File: src/rtl/debug_reg_dumper.sv
// Purpose: walks the processor debug register port and streams every register as 4 bytes, LSB first.
// Latency: first byte is valid 1+SETTLE+1 cycles after start; each later register adds SETTLE+1 idle cycles.
// Backpressure: byte_valid/byte_ready handshake; byte_ready low freezes data, select and sweep with no loss.
// Optional: define DEBUG_DUMP_PC_EN to append the fetch PC (sampled at start) as a final 4-byte word.
module debug_reg_dumper #(
  parameter int NUM_REGS = 16,
  parameter int SEL_W    = 4,
  parameter int DATA_W   = 32,
  parameter int SETTLE   = 1
) (
  input  logic              clk,
  input  logic              reset,
  input  logic              start,
  output logic [SEL_W-1:0]  debug_reg_select,
  input  logic [DATA_W-1:0] debug_reg_out,
  input  logic [31:0]       pc_fetch,
  output logic [7:0]        byte_data,
  output logic              byte_valid,
  input  logic              byte_ready,
  output logic              busy,
  output logic              done
);

  localparam int CNT_W = (SETTLE > 1) ? $clog2(SETTLE) : 1;
  localparam logic [CNT_W-1:0] SETTLE_INIT = CNT_W'(SETTLE - 1);
  localparam logic [SEL_W-1:0] LAST_IDX    = SEL_W'(NUM_REGS - 1);

  typedef enum logic [2:0] {
    S_IDLE,
    S_SETTLE,
    S_CAPTURE,
    S_SEND,
    S_DONE
  } state_t;

  state_t            state;
  state_t            nextState;
  logic [SEL_W-1:0]  regIdx;
  logic [CNT_W-1:0]  settleCnt;
  logic [1:0]        byteCnt;
  logic [DATA_W-1:0] shiftReg;
  logic [DATA_W-1:0] captureSrc;
  logic              lastByte;
  logic              lastReg;
  logic              pcPending;

  assign lastByte         = (byteCnt == 2'd3);
  assign lastReg          = (regIdx == LAST_IDX);
  assign debug_reg_select = regIdx;
  assign byte_data        = shiftReg[7:0];

`ifdef DEBUG_DUMP_PC_EN
  logic [31:0] pcHold;
  logic        pcPhase;

  // PC is latched when the sweep is accepted; pcPhase marks that the trailing PC word is being sent
  always_ff @(posedge clk or negedge reset) begin
    if (!reset) begin
      pcHold  <= '0;
      pcPhase <= 1'b0;
    end else if (state == S_IDLE && start) begin
      pcHold  <= pc_fetch;
      pcPhase <= 1'b0;
    end else if (state == S_SEND && byte_ready && lastByte && lastReg && !pcPhase) begin
      pcPhase <= 1'b1;
    end
  end

  assign pcPending  = !pcPhase;
  assign captureSrc = pcPhase ? pcHold : debug_reg_out;
`else
  logic unusedPc;

  assign unusedPc   = ^pc_fetch;
  assign pcPending  = 1'b0;
  assign captureSrc = debug_reg_out;
`endif

  // State register; reset drops byte_valid and busy immediately because both decode from state
  always_ff @(posedge clk or negedge reset) begin
    if (!reset) begin
      state <= S_IDLE;
    end else begin
      state <= nextState;
    end
  end

  // Next-state and handshake outputs
  always_comb begin
    nextState  = state;
    byte_valid = 1'b0;
    busy       = 1'b0;
    done       = 1'b0;
    case (state)
      S_IDLE: begin
        if (start) begin
          nextState = S_SETTLE;
        end
      end
      S_SETTLE: begin
        busy = 1'b1;
        if (settleCnt == '0) begin
          nextState = S_CAPTURE;
        end
      end
      S_CAPTURE: begin
        busy      = 1'b1;
        nextState = S_SEND;
      end
      S_SEND: begin
        busy       = 1'b1;
        byte_valid = 1'b1;
        if (byte_ready && lastByte) begin
          if (!lastReg) begin
            nextState = S_SETTLE;
          end else if (pcPending) begin
            // PC word needs no settle time: it comes from our own holding register
            nextState = S_CAPTURE;
          end else begin
            nextState = S_DONE;
          end
        end
      end
      S_DONE: begin
        done      = 1'b1;
        nextState = S_IDLE;
      end
      default: nextState = S_IDLE;
    endcase
  end

  // Datapath: register index, settle countdown, byte counter and the shifting capture register
  always_ff @(posedge clk or negedge reset) begin
    if (!reset) begin
      regIdx    <= '0;
      settleCnt <= '0;
      byteCnt   <= '0;
      shiftReg  <= '0;
    end else begin
      case (state)
        S_IDLE: begin
          if (start) begin
            regIdx    <= '0;
            settleCnt <= SETTLE_INIT;
          end
        end
        S_SETTLE: begin
          if (settleCnt != '0) begin
            settleCnt <= settleCnt - CNT_W'(1);
          end
        end
        S_CAPTURE: begin
          shiftReg <= captureSrc;
          byteCnt  <= '0;
        end
        S_SEND: begin
          if (byte_ready) begin
            if (!lastByte) begin
              shiftReg <= shiftReg >> 8;
              byteCnt  <= byteCnt + 2'd1;
            end else if (!lastReg) begin
              regIdx    <= regIdx + SEL_W'(1);
              settleCnt <= SETTLE_INIT;
            end else if (!pcPending) begin
              // Sweep is over: park the select back at register 0
              regIdx <= '0;
            end
          end
        end
        default: ;
      endcase
    end
  end

endmodule
File: config.mk
export PLATFORM = sky130hd
export DESIGN_NAME = debug_reg_dumper
export DESIGN_NICKNAME = d
export VERILOG_FILES = /design/src/rtl/debug_reg_dumper.sv
export SDC_FILE = /design/constraint.sdc
export NUM_CORES = 1
export LEC_CHECK = 0
export ABC_AREA = 1
export CAP_MARGIN = 20
export CORE_MARGIN = 2
export CORE_UTILIZATION = 60
export CTS_CLUSTER_SIZE = 40
export DETAILED_ROUTE_END_ITERATION = 10
export DONT_BUFFER_PORTS = 1
export HOLD_SLACK_MARGIN = 0.1
export PLACE_DENSITY = 0.83
export SYNTH_ARGS = -nofsm -noshare
export SYNTH_HDL_FRONTEND = slang
export SYNTH_SLANG_ARGS = --single-unit
File: constraint.sdc
create_clock -name clk -period 1.4 [get_ports clk]
set_input_delay 0.21 -clock clk [delete_from_list [all_inputs] [get_ports clk]]
set_output_delay 0.21 -clock clk [all_outputs]
set_load 0.01 [all_outputs]
==> results.json, run 1 <==
{
  "cts_buffers": 5,
  "syn_inst": 287,
  "gp_congestion": 0.841,
  "dp_hpwl_um": 2860,
  "drtIter0Drc": 241,
  "internal-power_w": 0.00405,
  "fin_nets": 409,
  "start_kind": "flop",
  "vias": 2285,
  "leakagePower_nw": 1.54,
  "dieArea_mm2": 0.00399,
  "period_minus_slack_ns": 1.54,
  "required_ns": 1.68,
  "layout_commonest_cell": "nand2_1",
  "dpl_worst_slack_ns": -0.0273,
  "clkTransAtPathRegs_ns": 0.15,
  "cts_buffer_depth": 2,
  "rsz0062_at_grt": "true",
  "swShare": 0.442,
  "power_frac_comb": 0.579,
  "power.share.sequential": 0.283,
  "grt_pass1_vias": 2034,
  "synth_nets": 357,
  "status": "complete, but fails checks",
  "rows": 21,
  "routed_via_density": 5.92,
  "layout-area-overhead-vs-synth_pct": 42.8,
  "hold_viol": 0,
  "grt_use_total": 0.290,
  "yosys_register_bits": 41,
  "firstDrtPassIters": 5,
  "antenna_found_initial": 0,
  "wl_um": 7090,
  "grt_start_max_net_pins": 42,
  "crit_arrival_ns": 1.82,
  "r2r-start": "state[1]$_DFFE_PN0P_",
  "drv_cap": 0,
  "crit_fanout": 7,
  "pwr-share-clk": 0.139,
  "tightest_slew_ns": 0.299,
  "power_density_mw_per_mm2": 2420,
  "drc_errors": 0,
  "reg2regPathDepth": 8,
  "fin_crit_sh": 1.10,
  "max_freq_mhz": 648,
  "fill_cells": 151,
  "cts_max_level": 2,
  "dp_cells": 326,
  "syn_avg_cell_area_um2": 7.32,
  "min_to": "shiftReg[13]$_DFFE_PN0P_",
  "synth_seq_area_share": 0.488,
  "hold_path.class": "primary input to flop",
  "relSlewSlack": 0.801,
  "yosysWarningCount": 0,
  "violations": "setup timing",
  "die_w_um": 63.2,
  "root_buffer": "clkbuf_4",
  "final_layout_size_suffix_gt1_frac": 0.262,
  "wl_per_cell_um": 18.4,
  "critical_path_class": "flop to flop",
  "postRouteAntennaNets": 0,
  "slew_viol_final": 0,
  "synth.distinct_cells": 16,
  "grt_pass1_wl_um": 9150,
  "cts_sinks": 41,
  "setup_ws_ns": -0.143,
  "insertion_delay_ns": 0.39,
  "numPortBuffers": 0,
  "fin_skew_ns": 0.0167,
  "setup_violations": 42,
  "final_cell_mix": "nand2_1, dfrtp_1, dlygate4sd3_1, inv_1, nand2_2",
  "power_switching_w": 0.00320,
  "crit_path_end_kind": "flop",
  "stdcell_count": 386,
  "cts_tree": "yes",
  "ios": 83,
  "num_antenna_cells": 0,
  "holdCritStartpoint": "debug_reg_out[13]",
  "fp.coreArea_mm2": 0.00336,
  "r2r-end": "shiftReg[25]$_DFFE_PN0P_",
  "overflow": 0,
  "die_y_um": 63.2,
  "ir_drop_uv": 1620,
  "min_path_cells": 4,
  "r2r_setup_slack_ns": -0.14,
  "start_util": 0.625,
  "synth_area_mm2": 0.00210
}
==> worst max-delay path by stage <==
stage / startpoint / to / slack, ns / depth (start not counted)
4_1_cts: state[0]$_DFFE_PN0P_ / byte_valid / -0.04 / 3
3_5_place_dp: byteCnt[0]$_DFFE_PN0P_ / shiftReg[13]$_DFFE_PN0P_ / -0.03 / 7
3_3_place_gp: byteCnt[0]$_DFFE_PN0P_ / shiftReg[25]$_DFFE_PN0P_ / 0.02 / 6
2_1_floorplan: state[1]$_DFFE_PN0P_ / debug_reg_select[3]$_DFFE_PN0P_ / 0.13 / 7
6_report: state[1]$_DFFE_PN0P_ / shiftReg[25]$_DFFE_PN0P_ / -0.14 / 8
5_1_grt: state[0]$_DFFE_PN0P_ / shiftReg[14]$_DFFE_PN0P_ / -0.20 / 7
==> cells by family (layout without fill, tap and decap cells) <==
| logic type | count (synthesis) | count (layout) | synth area share |
|---|---|---|---|
| and+or+nand+nor | 166 | 166 | 0.316 |
| buffers and inverters | 45 | 98 | 0.105 |
| DFF | 41 | 41 | 0.488 |
| AOI/OAI and AO/OA | 33 | 33 | 0.0786 |
| adders and majority gates | 2 | 2 | 0.0119 |
==> routing by layer <==
layer	part of all wire	GRT usage	vias to the layer above
met4	0.059	0.0734	0
met1	0.35	0.355	1064
met2	0.49	0.525	186
met5	0	0	-
li1	-	-	984
met3	0.11	0.0554	51
==> sequential cells by signal (all words and copies together), names as in the netlist <==
name              flops
byteCnt               2
debug_reg_select      4
shiftReg             32
state                 3
==> power groups by stage <==
stage / logic [W] / clock network [W] / registers, W
detailed placement: 0.00236 / 0 / 0.00206
CTS: 0.00284 / 0.000985 / 0.00201
finish: 0.00420 / 0.00101 / 0.00205
floorplan: 0.00202 / 0 / 0.00191
global placement: 0.00227 / 0 / 0.00202
global route: 0.00453 / 0.00104 / 0.00209
==> metrics by stage <==
step / TNS, ns / total power, W / utilization / hold WS [ns] / area (um2)
after floorplan: 0 / 0.00393 / - / -0.0856 / 2100
after global placement: 0 / 0.00429 / 0.638 / -0.0849 / 2150
after detailed placement: -0.0434 / 0.00442 / 0.638 / -0.0849 / 2150
after CTS: -0.176 / 0.00584 / 0.804 / 0.107 / 2700
after global routing: -5.54 / 0.00766 / 0.892 / 0.110 / 3000
final: -3.50 / 0.00725 / 0.892 / 0.0981 / 3000
==> worst max-delay path, stage by stage (launching register included) <==
cell	delay, ns
dfrtp_2	0.42
buf_4	0.15
inv_2	0.04
nor2_2	0.15
nand2_2	0.10
nor2_4	0.19
buf_4	0.17
clkbuf_16	0.14
o21ai_0	0.08
==> Yosys cell counts <==
library cell  number  share of area
o21ai_0           20          0.048
dfrtp_1           41           0.49
ha_1               2          0.012
buf_4             11          0.039
nand3_1           17          0.040
nand2_1          128           0.23
nor2_1            13          0.023
nor2_2             2         0.0060
nand3_2            1         0.0048
buf_2              9          0.021
inv_2              2         0.0036
clkbuf_1           1         0.0018
nor3_1             3         0.0071
inv_1             22          0.039
nand4_1            2         0.0060
o21ai_1           13          0.031
==> area by class of cell <==
type | count | area [um2] | area share
inverter | 24 | 92.6 | 0.0308
sequential | 41 | 1030 | 0.343
clock inverter | 3 | 68.8 | 0.0229
clock buffer | 5 | 37.5 | 0.0125
multi-input combinational | 201 | 1000 | 0.334
timing repair buffer | 66 | 712 | 0.237
tap | 46 | 57.6 | 0.0192
==> what timing repair did <==
item,CTS,global route
setup endpoints to repair,23,43
resized for setup,11,56
gates cloned,1,4
pin swaps,2,11
hold buffers,32,0
hold endpoints to repair,71,0
setup buffers,7,9
(Power assumes the default switching activity.)
==> inputs of run 2 (changes only) <==
- CAP_MARGIN: 20 -> unset
==> results of run 2 <==
The final DEF is identical to that of run 1; final timing and power are the same.
